**src/rtl/receiver_sequencer.sv**
```systemverilog
// Receive-chain sequencer: arms the correlator, gathers one demodulated frame
// MSB first, hands it off with valid/ack, and keeps saturating debug counters.
module receiver_sequencer #(
  parameter int PAYLOAD_WIDTH  = 32,
  parameter int TIMEOUT_CYCLES = 1024,
  parameter int CNT_WIDTH      = 8
) (
  input  logic                     clk,
  input  logic                     clr,
  input  logic                     enable,
  input  logic                     corr_done,
  input  logic                     bit_valid,
  input  logic                     bit_in,
  input  logic                     payload_ack,
  output logic                     corr_clr,
  output logic                     demod_init,
  output logic                     demod_stop,
  output logic [PAYLOAD_WIDTH-1:0] payload,
  output logic                     payload_valid,
  output logic [1:0]               state,
  output logic [CNT_WIDTH-1:0]     frame_count,
  output logic [CNT_WIDTH-1:0]     drop_count,
  output logic [CNT_WIDTH-1:0]     overrun_count
);

  localparam int BW = $clog2(PAYLOAD_WIDTH);
  localparam int TW = $clog2(TIMEOUT_CYCLES);
  localparam logic [BW-1:0] BIT_LAST = BW'(PAYLOAD_WIDTH - 1);
  localparam logic [TW-1:0] TMO_LAST = TW'(TIMEOUT_CYCLES - 1);

  typedef enum logic [1:0] {IDLE = 2'd0, HUNT = 2'd1, RECEIVE = 2'd2, HANDOFF = 2'd3} state_t;

  state_t                   st_q, st_d;
  logic [BW-1:0]            bit_cnt_q, bit_cnt_d;
  logic [TW-1:0]            timer_q, timer_d;
  // Only PAYLOAD_WIDTH-1 bits are buffered; the last bit goes straight into payload.
  logic [PAYLOAD_WIDTH-2:0] shreg_q, shreg_d;
  logic [PAYLOAD_WIDTH-1:0] shifted;
  logic [PAYLOAD_WIDTH-1:0] payload_d;
  logic                     valid_d, corr_clr_d, demod_init_d, demod_stop_d;
  logic [CNT_WIDTH-1:0]     frame_d, drop_d, overrun_d;

  function automatic logic [CNT_WIDTH-1:0] sat_inc(input logic [CNT_WIDTH-1:0] v);
    return (&v) ? v : v + CNT_WIDTH'(1);
  endfunction

  assign state   = st_q;
  assign shifted = {shreg_q, bit_in};

  always_comb begin
    st_d         = st_q;
    bit_cnt_d    = bit_cnt_q;
    timer_d      = timer_q;
    shreg_d      = shreg_q;
    payload_d    = payload;
    valid_d      = payload_valid;
    corr_clr_d   = 1'b0;
    demod_init_d = 1'b0;
    demod_stop_d = 1'b0;
    frame_d      = frame_count;
    drop_d       = drop_count;
    overrun_d    = overrun_count;
    case (st_q)
      IDLE: begin
        if (enable) begin
          st_d       = HUNT;
          corr_clr_d = 1'b1;
        end
      end
      HUNT: begin
        if (!enable) begin
          st_d = IDLE;
        end else if (corr_done) begin
          st_d         = RECEIVE;
          demod_init_d = 1'b1;
          bit_cnt_d    = '0;
          timer_d      = '0;
        end
      end
      RECEIVE: begin
        if (bit_valid) begin
          shreg_d   = shifted[PAYLOAD_WIDTH-2:0];
          bit_cnt_d = bit_cnt_q + BW'(1);
          timer_d   = '0;
        end else begin
          timer_d = timer_q + TW'(1);
        end
        // Completion wins over both abort paths in the same cycle.
        if (bit_valid && bit_cnt_q == BIT_LAST) begin
          st_d         = HANDOFF;
          payload_d    = shifted;
          valid_d      = 1'b1;
          demod_stop_d = 1'b1;
        end else if (!enable) begin
          st_d         = IDLE;
          demod_stop_d = 1'b1;
          drop_d       = sat_inc(drop_count);
        end else if (!bit_valid && timer_q == TMO_LAST) begin
          st_d         = HUNT;
          demod_stop_d = 1'b1;
          corr_clr_d   = 1'b1;
          drop_d       = sat_inc(drop_count);
        end
      end
      HANDOFF: begin
        if (corr_done) overrun_d = sat_inc(overrun_count);
        if (payload_ack) begin
          valid_d = 1'b0;
          frame_d = sat_inc(frame_count);
          if (enable) begin
            st_d       = HUNT;
            corr_clr_d = 1'b1;
          end else begin
            st_d = IDLE;
          end
        end
      end
      default: st_d = IDLE;
    endcase
  end

  always_ff @(posedge clk) begin
    if (clr) begin
      st_q          <= IDLE;
      bit_cnt_q     <= '0;
      timer_q       <= '0;
      shreg_q       <= '0;
      payload       <= '0;
      payload_valid <= 1'b0;
      corr_clr      <= 1'b0;
      demod_init    <= 1'b0;
      demod_stop    <= 1'b0;
      frame_count   <= '0;
      drop_count    <= '0;
      overrun_count <= '0;
    end else begin
      st_q          <= st_d;
      bit_cnt_q     <= bit_cnt_d;
      timer_q       <= timer_d;
      shreg_q       <= shreg_d;
      payload       <= payload_d;
      payload_valid <= valid_d;
      corr_clr      <= corr_clr_d;
      demod_init    <= demod_init_d;
      demod_stop    <= demod_stop_d;
      frame_count   <= frame_d;
      drop_count    <= drop_d;
      overrun_count <= overrun_d;
    end
  end

endmodule

```
**config.mk**
```make
export PLATFORM = sky130hd
export DESIGN_NAME = receiver_sequencer
export DESIGN_NICKNAME = d
export VERILOG_FILES = /design/src/rtl/receiver_sequencer.sv
export SDC_FILE = /design/constraint.sdc
export NUM_CORES = 1
export LEC_CHECK = 0
export CAP_MARGIN = 20
export CORE_ASPECT_RATIO = 0.5
export CORE_MARGIN = 1.5
export CORE_UTILIZATION = 59
export CTS_BUF_LIST = sky130_fd_sc_hd__clkbuf_8
export DETAILED_ROUTE_END_ITERATION = 10
export PLACE_DENSITY_LB_ADDON = 0.3
export SLEW_MARGIN = 40
export SYNTH_ARGS = -nofsm -noshare
export SYNTH_HDL_FRONTEND = slang
export SYNTH_SLANG_ARGS = --single-unit
```
**constraint.sdc**
```tcl
create_clock -name clk -period 4.99 [get_ports clk]
set_clock_uncertainty 0.2 [all_clocks]
set_input_delay 0.499 -clock clk [delete_from_list [all_inputs] [get_ports clk]]
set_output_delay 0.499 -clock clk [all_outputs]
set_load 0.01 [all_outputs]
```
**After elaboration in Yosys (flattened, before gate mapping)**

Cells that the tools add are included.

- Register bits after elaboration: 108
- Latch bits: 0
- Bits in writable memories: 0
- ROM bits: 0
- Input bits: 7
- Output and inout bits: 62
- Memories kept: 0

- Add/subtract/negate cells: 5
- Multipliers: 0
- Div/mod/pow operators: 0
- Order comparisons: 0
- Equality and inequality tests: 14
- Shift-type cells: 0
- Mux-type cells: 32
- Bitwise operators: 6
- Reduce and logical (&&, ||, !) cells: 20

Operators with widths:

| cell | count |
|---|---|
| 2-to-1 mux 10 bit | 3 |
| adder 8 x 1 -> 8 bit, second input constant | 3 |
| 2-to-1 mux 8 bit | 3 |
| AND reduction 8 bit | 3 |
| one-hot mux 10 bit (2 select lines) | 1 |
| 2-to-1 mux 5 bit | 3 |
| AND reduction 3 bit | 5 |
| 2-to-1 mux 2 bit | 7 |
| inequality test 2 bit, second input constant | 6 |
| 2-to-1 mux 1 bit | 11 |
| adder 10 x 1 -> 10 bit, second input constant | 1 |
| equality test 10 bit, second input constant | 1 |
| one-hot mux 5 bit (2 select lines) | 1 |
| one-hot mux 2 bit (4 select lines) | 1 |
| AND reduction 4 bit | 2 |
| inverter 1 bit | 6 |
| adder 5 x 1 -> 5 bit, second input constant | 1 |
| equality test 5 bit, second input constant | 1 |
| equality test 2 bit, second input constant | 2 |
| inequality test 4 bit, second input constant | 1 |
| AND reduction 2 bit | 2 |
| nonzero test 2 bit | 2 |
| inequality test 3 bit, second input constant | 1 |
| one-hot mux 1 bit (3 select lines) | 1 |
| other kinds (8) | 9 |

**Depth between registers and ports, before layout**

Gate-level depths: netlist of the first run.

- Word-level depth: 6
- Gate-level depth with buffers: 8
- Mapped depth without buffers: 7

**Worst setup path before layout of the first run**

Ideal clock, no wire load.

- Kind: register -> register
- Start: reg bit_cnt_q[0]
- End: reg drop_count[5]
- Arrival: 1.878 ns
- Data required time: 4.667 ns
- Slack: 2.789 ns
- Cell stages (with the launch flop): 9
- Buffers on the path: 1
- Period minus slack after synthesis: 2.201 ns
- Path through: dfxtp_1 > ha_1 > and3_1 > ha_1 > nand2_1 > o211ai_1 > clkbuf_1 > nor4_1 > mux2_1

- Cells in the longest elaborated chain, start to end: 4

RTL lines:

| item | RTL line | RTL |
|---|---|---|
| start: declaration | 34 | `logic [BW-1:0] bit_cnt_q, bit_cnt_d;` |
| start signal: assignment | 138 | `bit_cnt_q <= bit_cnt_d;` |
| equality test 5 bit | 89 | `if (bit_valid && bit_cnt_q == BIT_LAST) begin` |
| logical AND 1 bit | 89 |  |
| inverter 1 bit (no line) | - |  |
| AND reduction 3 bit (no line) | - |  |
| end signal: assignment | 147 | `drop_count <= drop_d;` |
| end: declaration | 22 | `output logic [CNT_WIDTH-1:0] drop_count,` |

Every way passes these cells.
A chain may end at the register's enable or synchronous reset.

**Final worst setup path of the first run**

- Start: reg timer_q[0]
- End: reg drop_count[7]

- Cells in the longest elaborated chain, start to end: 4

RTL lines:

| item | RTL line | RTL |
|---|---|---|
| start: declaration | 35 | `logic [TW-1:0] timer_q, timer_d;` |
| start signal: assignment | 139 | `timer_q <= timer_d;` |
| equality test 10 bit | 98 | `end else if (!bit_valid && timer_q == TMO_LAST) begin` |
| logical AND 1 bit | 98 |  |
| inequality test 2 x 1 -> 1 bit (no line) | - |  |
| AND reduction 3 bit (no line) | - |  |

Every way passes these cells.

==> results of run 1 <==
-- report_power, final --
group          switching, µW  internal (µW)
sequential              7.22            866
combinational           46.9           23.5
clock                    288            296
total                    342           1190
-- registers in the layout, summed over array words and instances (netlist names), 2 cells and up --
register,cells
shreg_q,31
frame_count,8
timer_q,10
drop_count,8
overrun_count,8
payload,32
state,2
bit_cnt_q,5
-- cells by family (layout without fill, tap and decap cells) --
logic type | Yosys count | after routing
buffers and inverters | 40 | 94
and+or+nand+nor | 239 | 239
xor gates and xnor gates | 9 | 9
DFF | 108 | 108
adders and majority gates | 6 | 6
AOI/OAI and AO/OA | 131 | 131
muxes | 4 | 4
-- metrics by stage --
stage / total power, µW / worst slack (ns) / util, %
6_report: 1530 / 2.48 / 76.4
3_5_place_dp: 962 / 2.18 / 73.1
4_1_cts: 1540 / 2.52 / 76.4
5_1_grt: 1590 / 2.35 / 76.4
3_3_place_gp: 959 / 2.12 / 72.7
2_1_floorplan: 941 / 2.79 / -
-- worst paths after layout --
check | start | depth (start not counted) | end
hold reg to reg | payload[3]$_SDFFE_PP0N_ | 2 | payload[3]$_SDFFE_PP0N_
hold / removal | payload[3]$_SDFFE_PP0N_ | 2 | payload[3]$_SDFFE_PP0N_
setup / recovery | timer_q[0]$_SDFFE_PP0P_ | 5 | drop_count[7]$_SDFFE_PP0P_
setup reg to reg | timer_q[0]$_SDFFE_PP0P_ | 5 | drop_count[7]$_SDFFE_PP0P_
-- Yosys cell counts, types with 2 or more instances --
cell type	n	share of area (%)
a22oi_1	3	0.52
a311oi_1	3	0.60
and3_1	7	1.0
or3_1	5	0.72
and4_1	3	0.60
nor3_1	5	0.58
inv_1	5	0.43
buf_1	2	0.17
nand3b_1	3	0.52
mux2i_1	3	0.69
o21ai_0	9	1.0
a31oi_1	2	0.29
a211oi_1	5	0.86
nand2_1	141	12
xor2_1	8	1.6
a21oi_1	89	10
or4_1	8	1.4
nor2b_1	4	0.58
a221oi_1	2	0.40
nand3_1	15	1.7
nor2_1	28	2.4
o31ai_1	8	1.4
nand4_1	5	0.72
nand2b_1	6	0.86
dfxtp_1	108	50
ha_1	6	1.7
nor4_1	2	0.29
buf_2	2	0.23
clkbuf_1	31	2.7
-- worst max-delay path, cell delays in order, from the launching register on --
cell and delay (ns):
dfxtp_1 0.41, ha_1 0.24, nand3_1 0.18, o41a_1 0.63, or4b_1 0.59, a21oi_1 0.18
-- cell type report --
type	instances	area [µm²]
fill	518	1630
tap	92	115
timing repair buffer	73	724
sequential	108	2160
clock inverter	6	86.3
clock buffer	10	138
multi-input combinational	389	2040
inverter	5	18.8
-- per-layer routing --
| metal | wire length (µm) | part of all wire [%] | global-route usage [%] | vias up |
|---|---|---|---|---|
| li1 | - | - | - | 1952 |
| met1 | 4160 | 45 | 29.1 | 1836 |
| met2 | 4390 | 48 | 43.7 | 107 |
| met3 | 465 | 5.1 | 7.82 | 18 |
| met4 | 148 | 1.6 | 8.33 | 0 |
| met5 | 0 | 0 | 0 | - |
==> results.json, run 1 <==
{
  "run_status": "finished clean",
  "dr_total_vias": 3913,
  "power-per-cell-area_nw_per_um2": 289,
  "synth.ff_latch_count": 108,
  "synth_edf_count": 0,
  "globalRoute.totalOverflow": 0,
  "critical_path.endpoint_type": "flip-flop",
  "final_hold_viol_count": 0,
  "chipWidth_um": 124,
  "final_layout_size_suffix_gt1_share_pct": 4.23,
  "port_buffers": 68,
  "route.detailed.vias_per_inst": 5.73,
  "grt_pass1_wl_mm": 16.2,
  "path_max_fanout": 17,
  "crit_type": "reg2reg",
  "antenna_left": 0,
  "yosysSeqAreaShare_pct": 49.7,
  "fraction_of_synthesized_area_in_multiplexers_pct": 0.950,
  "final_cell_area_um2": 5280,
  "std_cell_rows": 21,
  "postPlaceCellArea_um2": 5050,
  "layout.cells.most_common_list": "nand2_1 (141), dfxtp_1 (108), a21oi_1 (89), clkdlybuf4s50_1 (67), nor2_1 (27)",
  "async_flop_share_pct": 0,
  "placed_cells_incl_taps": 666,
  "syn_inst": 537,
  "global_route_usage_over_all_layers_pct": 24.9,
  "dp_hpwl_mm": 5.71,
  "worst_ep_required_time_ns": 5.08,
  "clock-sinks": 108,
  "antenna_found_initial": 0,
  "synth_fa_ha_area_share_pct": 1.73,
  "mostFrequentLayoutCell": "nand2_1",
  "effective_utilization_at_floorplan_pct": 62.9,
  "instances_no_fill": 683,
  "critPathArrivalTime_ns": 2.60,
  "core_um2": 6910,
  "setup_repair_after_global_routing_missed_its_margin": "false",
  "grt_start_max_net_pins": 111,
  "max_cap_viol_count": 0,
  "cts-htree-levels": 3,
  "setup_total_negative_slack_ns": 0,
  "synth_top_family_by_area": "simple AND/OR/NAND/NOR gates",
  "clock-root-buffer": "clkbuf_8",
  "worst_skew_pair.late_latency_ns": 0.37,
  "gp_routability_congestion": 0.786,
  "wl_mm": 9.16,
  "setup.reg_to_reg.worst_slack_ns": 2.48,
  "count_of_cell_types_in_the_netlist": 48,
  "timing.hold.worst.class": "reg2reg",
  "synth_compound_gate_area_share_pct": 17.4,
  "total_leakage_power_uw": 0.00173,
  "timing.slew.headroom_pct": 48.3,
  "ys.warnings.count": 0,
  "worstMarginPinSlew_ns": 0.776,
  "synth_flop_cell": "dfxtp_1",
  "ctsHoldBuffers": 0,
  "total_setup_violations_reported_at_the_end_of_the_flow": 0,
  "syn-num-nets": 550,
  "cts.clk_slew.worst_paths_ns": 0.10,
  "clk_path_buf_depth": 2,
  "syn_area_um2": 4350,
  "drt_iter0_drc": 272,
  "routed_wire_length_per_instance_um": 13.4,
  "die_area_um2": 7920,
  "hold-worst-slack_ns": 0.259,
  "synth-xor-area-share_pct": 1.81,
  "resize_count_post_cts": 0,
  "final_net_count": 599,
  "kind_of_launch_point_of_the_worst_setup_path": "flip-flop",
  "remaining_drc_errors": 0,
  "cts-buffers-inserted": 9,
  "synth.avg_cell_area_um2": 8.10,
  "post_cts_buffers": 0,
  "post_synth_and_or_nand_nor_area_fraction_pct": 24.9,
  "maxClockFrequency_ghz": 0.399,
  "chipHeight_um": 63.7,
  "boundaryPins": 69,
  "final-max-slew-violation-count": 0,
  "grt_pass1_vias": 3703,
  "timing.final.crit_share_pct": 50.2,
  "insertedDiodeCount": 0,
  "ir_worst_vdd_mv": 0.205,
  "tritoncts_clock_tree": "done",
  "area_delta_synth_final_pct": 21.5,
  "final_period_minus_worst_setup_slack_ns": 2.51,
  "drt_pass1_iterations": 5
}
(Power assumes the default switching activity.)
==> run 2: changes to the inputs <==
CORE_UTILIZATION = 55   (was 59)
clock period = 2.42 ns   (was 4.99 ns; I/O delays follow)
==> run 2 against run 1 <==
  * Global-route usage down 1.7 points
  * Final cell count up 4.2%
  * Worst setup slack worse by 2.4 ns
  * Utilization down 4.2 points
  * Maximum frequency up 9.2%
  * Count of clock-buffer cells in the layout down 1
  * Worst hold slack worse by 0.14 ns
  * Critical endpoint is now drop_count[5]$_SDFFE_PP0P_
  * Total power up 110%
  * Clock power up 110%
  * Sequential share of layout area down 0.96 points
  * Critical path depth unchanged
  * Wire length up 0.50%
==> results.json, run 2 (synthesis results as in run 1) <==
{
  "chipWidth_um": 129,
  "post_cts_buffers": 0,
  "reg.largest.list": "payload: 32 flops, shreg_q: 31 flops, timer_q: 10 flops",
  "cts-buffers-inserted": 9,
  "clk_path_buf_depth": 2,
  "core_um2": 7490,
  "regArea_um2": 2160,
  "grt_start_max_net_pins": 53,
  "power-per-cell-area_nw_per_um2": 591,
  "timing.reg2reg.worst_path_depth": 5,
  "tritoncts_clock_tree": "done",
  "effective_utilization_at_floorplan_pct": 58.1,
  "cp_slowest_stage_delay_ns": 0.54,
  "fillerInstances": 610,
  "placement_stage_worst_setup_slack_ns": 0.0666,
  "chipHeight_um": 65.9,
  "postPlaceCellArea_um2": 5180,
  "final_net_count": 612,
  "cts-htree-levels": 3,
  "critical_path.endpoint_type": "flip-flop",
  "flip_flop_count_of_the_largest_register_all_copies_and_words_added": 32,
  "port_buffers": 68,
  "crit_type": "reg2reg",
  "run_status": "finished clean",
  "hold-worst-slack_ns": 0.117,
  "gp_routability_congestion": 0.840,
  "path_max_fanout": 11,
  "antenna_found_initial": 0,
  "clock-sinks": 108,
  "std_cell_rows": 22,
  "setup_repair_after_global_routing_missed_its_margin": "false",
  "maxClockFrequency_ghz": 0.435,
  "ir_worst_vdd_mv": 0.471,
  "final_layout_size_suffix_gt1_share_pct": 6.29,
  "critPathArrivalTime_ns": 2.37,
  "timing.final.ws_setup_ns": 0.123,
  "resize_count_post_cts": 0,
  "globalRoute.totalOverflow": 0,
  "insertedDiodeCount": 0,
  "dp_hpwl_mm": 6.03,
  "largest-register": "payload",
  "timing.final.crit_share_pct": 94.9,
  "total_area_of_multi_input_combinational_cells_um2": 2040,
  "dr_total_vias": 3901,
  "global_route_usage_over_all_layers_pct": 23.2,
  "drt_iter0_drc": 253,
  "final-max-slew-violation-count": 0,
  "grt_pass1_vias": 3510,
  "setup_total_negative_slack_ns": 0,
  "final_period_minus_worst_setup_slack_ns": 2.30,
  "total_leakage_power_uw": 0.00179,
  "max_cap_viol_count": 0,
  "ctsHoldBuffers": 0,
  "timing.slew.headroom_pct": 53.2,
  "worst_ep_required_time_ns": 2.49,
  "remaining_drc_errors": 0,
  "routed_wire_length_per_instance_um": 12.9,
  "grt_pass1_wl_mm": 15.6,
  "boundaryPins": 69,
  "die_area_um2": 8480,
  "startpoint": "timer_q[0]$_SDFFE_PP0P_",
  "timing.hold.worst.class": "in2reg",
  "placed_cells_incl_taps": 696,
  "instances_no_fill": 712,
  "worstMarginPinSlew_ns": 0.697,
  "drt_pass1_iterations": 4,
  "cp_slowest_cell": "o41a_1",
  "total_setup_violations_reported_at_the_end_of_the_flow": 0,
  "route.detailed.vias_per_inst": 5.48,
  "clock-root-buffer": "clkbuf_8",
  "wl_mm": 9.20,
  "layout.cells.most_common_list": "nand2_1 (141), dfxtp_1 (108), a21oi_1 (89), clkdlybuf4s50_1 (67), nor2_1 (27)",
  "worstHoldPathCells": 2,
  "final_cell_area_um2": 5410,
  "worst_skew_pair.late_latency_ns": 0.38,
  "antenna_left": 0,
  "hold_path_startpoint": "clr",
  "crit_chain": "ha_1 > nand3_1 > o41a_1 > nor4_1 > mux2_1",
  "cts.clk_slew.worst_paths_ns": 0.10,
  "area_delta_synth_final_pct": 24.4,
  "mostFrequentLayoutCell": "nand2_1",
  "kind_of_launch_point_of_the_worst_setup_path": "flip-flop",
  "final_hold_viol_count": 0,
  "launch_point_of_the_worst_reg_to_reg_path": "timer_q[0]$_SDFFE_PP0P_"
}
-- run 2: cell types whose count changed in the layout (fill, tap and decap cells not counted) --
| cell | before | now |
|---|---|---|
| buf_6 | 3 | 0 |
| clkinvlp_4 | 0 | 2 |
| clkbuf_8 | 10 | 9 |
| inv_8 | 0 | 2 |
| and3b_1 | 0 | 1 |
| buf_12 | 0 | 1 |
| clkinv_2 | 1 | 0 |
| clkinv_4 | 1 | 0 |
| buf_2 | 1 | 0 |
| and3b_2 | 1 | 0 |
| inv_1 | 6 | 5 |
| buf_4 | 2 | 18 |
-- run 2: report_power, final --
part	internal, µW	total [µW]	switching, µW
combinational	60.9	168	107
clock	600	1230	633
sequential	1790	1790	9.21
total	2450	3200	749
-- run 2: path summary, 6_finish.rpt --
kind,to,slack (ns)
worst max-delay path,drop_count[5]$_SDFFE_PP0P_,0.12
worst min-delay path,timer_q[4]$_SDFFE_PP0P_,0.12
worst max register to register,drop_count[5]$_SDFFE_PP0P_,0.12
worst min register to register,payload[4]$_SDFFE_PP0N_,0.26
-- run 2: critical path: cells and delay by family, from the launching register on --
family	cells	cell delay (ns)
compound gates	1	0.54
fa+ha+maj	1	0.22
simple gates	2	0.48
flops	1	0.40
mux	1	0.34
-- run 2: routing by layer --
metal / vias up / GRT usage, % / routed length [µm]
met5: - / 0 / 0
met4: 0 / 6.46 / 114
met3: 11 / 6.80 / 377
met2: 88 / 40.0 / 4330
met1: 1819 / 28.4 / 4380
li1: 1983 / - / -
-- run 2: cell type report --
class / instances / area share (%)
sequential: 108 / 40.0
multi-input combinational: 389 / 37.6
timing repair buffer: 86 / 15.3
tap: 108 / 2.50
clock buffer: 9 / 2.29
clock inverter: 7 / 1.97
inverter: 5 / 0.347
-- run 2: metrics by stage --
step,power [µW],utilization [%]
after floorplan,1940,-
after global placement,2000,69.2
after detailed placement,2000,69.2
after CTS,3220,72.2
after global routing,3320,72.2
final,3200,72.2
==> run 3: changes to the inputs <==
CORE_MARGIN = 2   (was 1.5)
CORE_UTILIZATION = 50   (was 55)
clock period = 1.9 ns   (was 2.42 ns; I/O delays follow)
==> run 3 against run 2 <==
  * Worst setup slack got worse by 0.27 ns
  * Design area increased by 17%
  * Wire length increased by 18%
  * Highest routed layer unchanged
  * Largest cell class is now multi-input gates
  * Clock power increased by 17%
  * The flow now finishes with violations (negative setup slack)
==> results.json, run 3 (synthesis results as in run 1) <==
{
  "crit_type": "reg2reg",
  "drt_iter0_drc": 249,
  "grt_pass1_vias": 3783,
  "cts-htree-levels": 3,
  "power-per-cell-area_nw_per_um2": 632,
  "chipWidth_um": 136,
  "internal_power_uw": 3020,
  "kind_of_launch_point_of_the_worst_setup_path": "flip-flop",
  "timing.reg2reg.worst_path_depth": 8,
  "antenna_left": 0,
  "route.detailed.vias_per_inst": 5.45,
  "reg.largest.list": "payload: 32 flops, shreg_q: 31 flops, timer_q: 10 flops",
  "cp_slowest_cell": "mux2_1",
  "path_max_fanout": 6,
  "final_period_minus_worst_setup_slack_ns": 2.05,
  "timing.final.crit_share_pct": 108,
  "maxClockFrequency_ghz": 0.488,
  "grt_pass1_wl_mm": 16.7,
  "seqPwrFrac_pct": 56.9,
  "gp_routability_congestion": 0.806,
  "critical_path.endpoint_type": "flip-flop",
  "layout.cells.most_common_list": "nand2_1 (110), dfxtp_1 (102), clkdlybuf4s50_1 (66), buf_4 (63), a21oi_1 (56)",
  "worstHoldPathCells": 2,
  "hold_path_startpoint": "clr",
  "fin_util_pct": 77.1,
  "ir_worst_vdd_mv": 0.418,
  "global_route_usage_over_all_layers_pct": 21.4,
  "final_layout_size_suffix_gt1_share_pct": 26.9,
  "setup_total_negative_slack_ns": -4.56,
  "startpoint": "bit_cnt_q[0]$_SDFFE_PP0P_",
  "worst_ep_required_time_ns": 1.97,
  "globalRoute.totalOverflow": 0,
  "crit_chain": "ha_2 > and3_4 > ha_4 > nand2_4 > o211ai_1 > buf_4 > nor4_2 > mux2_1",
  "port_buffers": 68,
  "drt_pass1_iterations": 5,
  "clk_path_buf_depth": 2,
  "clock-root-buffer": "clkbuf_8",
  "largest-register": "payload",
  "netSwitchingFraction_pct": 24.7,
  "timing.slew.headroom_pct": 70.7,
  "remaining_drc_errors": 0,
  "max_cap_viol_count": 0,
  "setup.reg_to_reg.worst_slack_ns": -0.15,
  "area_delta_synth_final_pct": 46.0,
  "mostFrequentLayoutCell": "nand2_1",
  "antenna_found_initial": 0,
  "p_comb_share_pct": 7.1,
  "launch_point_of_the_worst_reg_to_reg_path": "bit_cnt_q[0]$_SDFFE_PP0P_",
  "die_area_um2": 9500,
  "setup_repair_after_global_routing_missed_its_margin": "true",
  "clock-sinks": 108,
  "power_frac_clock_pct": 36.0,
  "worst_skew_pair.late_latency_ns": 0.38,
  "fillerInstances": 607,
  "switching_power_uw": 992,
  "insertedDiodeCount": 0,
  "cp_slowest_stage_delay_ns": 0.34,
  "hold-worst-slack_ns": 0.0345,
  "total_area_of_multi_input_combinational_cells_um2": 2470,
  "final-max-slew-violation-count": 0,
  "run_status": "finished, violations left",
  "timing.hold.worst.class": "in2reg",
  "timing.final.ws_setup_ns": -0.149,
  "total_leakage_power_uw": 0.00253,
  "critPathArrivalTime_ns": 2.12,
  "cts-buffers-inserted": 9,
  "total_setup_violations_reported_at_the_end_of_the_flow": 41,
  "dr_total_vias": 4200,
  "core_um2": 8230,
  "failed_checks": "negative setup slack",
  "final_net_count": 667,
  "worstMarginPinSlew_ns": 0.440,
  "effective_utilization_at_floorplan_pct": 52.8,
  "final_hold_viol_count": 0,
  "regArea_um2": 2170,
  "chipHeight_um": 69.9,
  "boundaryPins": 69,
  "cts.clk_slew.worst_paths_ns": 0.10,
  "routed_wire_length_per_instance_um": 14.0,
  "grt_start_max_net_pins": 57,
  "wl_mm": 10.8,
  "tritoncts_clock_tree": "done",
  "std_cell_rows": 23,
  "flip_flop_count_of_the_largest_register_all_copies_and_words_added": 32,
  "dp_hpwl_mm": 6.58
}
-- run 3: cell types whose count changed in the layout (fill, tap and decap cells not counted), sizes merged --
| cell | delta |
|---|---|
| dlygate4sd2 | +1 |
| buf | +53 |
| clkinv | +2 |
| clkdlybuf4s50 | -1 |
| bufinv | -1 |
| clkinvlp | -1 |
| clkbuf | +2 |
-- run 3: final timing paths --
| check | endpoint |
|---|---|
| setup reg to reg | drop_count[5]$_SDFFE_PP0P_ |
| setup / recovery | drop_count[5]$_SDFFE_PP0P_ |
| hold reg to reg | payload[27]$_SDFFE_PP0N_ |
| hold / removal | drop_count[4]$_SDFFE_PP0P_ |
-- run 3: cell type report --
class	count	share of cell area, %
Clock buffer	9	1.95
Inverter	5	0.296
Multi-Input combinational cell	389	38.9
Sequential cell	108	34.3
Tap cell	112	2.21
Timing Repair Buffer	141	21.1
Clock inverter	7	1.26
-- run 3: worst max-delay path, delay by kind of cell, from the launching register on --
family,cells,cell delay [ns]
DFF,1,0.33
buffers and inverters,1,0.18
AOI/OAI and AO/OA,1,0.11
adders and majority gates,2,0.34
muxes,1,0.34
and+or+nand+nor,3,0.42
-- run 3: per-layer routing --
layer	vias up	GRT usage, %	share of wire, %
met5	-	0	0
met2	94	36.8	48
li1	2093	-	-
met4	0	5.79	1.1
met1	2000	26.1	46
met3	13	6.46	5.0
-- run 3: what timing repair did --
item | 4_1_cts | 5_1_grt
resized for setup | 8 | 105
hold buffers | 0 | 0
cloned | 1 | 3
setup buffers | 6 | 6
pin swaps | 8 | 54
endpoints found under the setup margin | 13 | 49
-- run 3: power groups by stage --
stage                     clock network (µW)  registers (µW)  logic [µW]
final                                   1440            2280         285
after detailed placement                   0            2340         252
after CTS                               1490            2290         265
after floorplan                            0            2340         134
after global placement                     0            2340         248
after global routing                    1550            2290         308
-- run 3: metrics by stage --
| step | total power [µW] | area [µm²] | instances | setup WS, ns |
|---|---|---|---|---|
| global route | 4140 | 6350 | 771 | -0.200 |
| floorplan | 2470 | 4400 | 537 | -0.179 |
| finish | 4010 | 6350 | 771 | -0.149 |
| detailed placement | 2590 | 5560 | 739 | -0.418 |
| global placement | 2580 | 5560 | 739 | -0.386 |
| CTS | 4040 | 5830 | 762 | -0.148 |
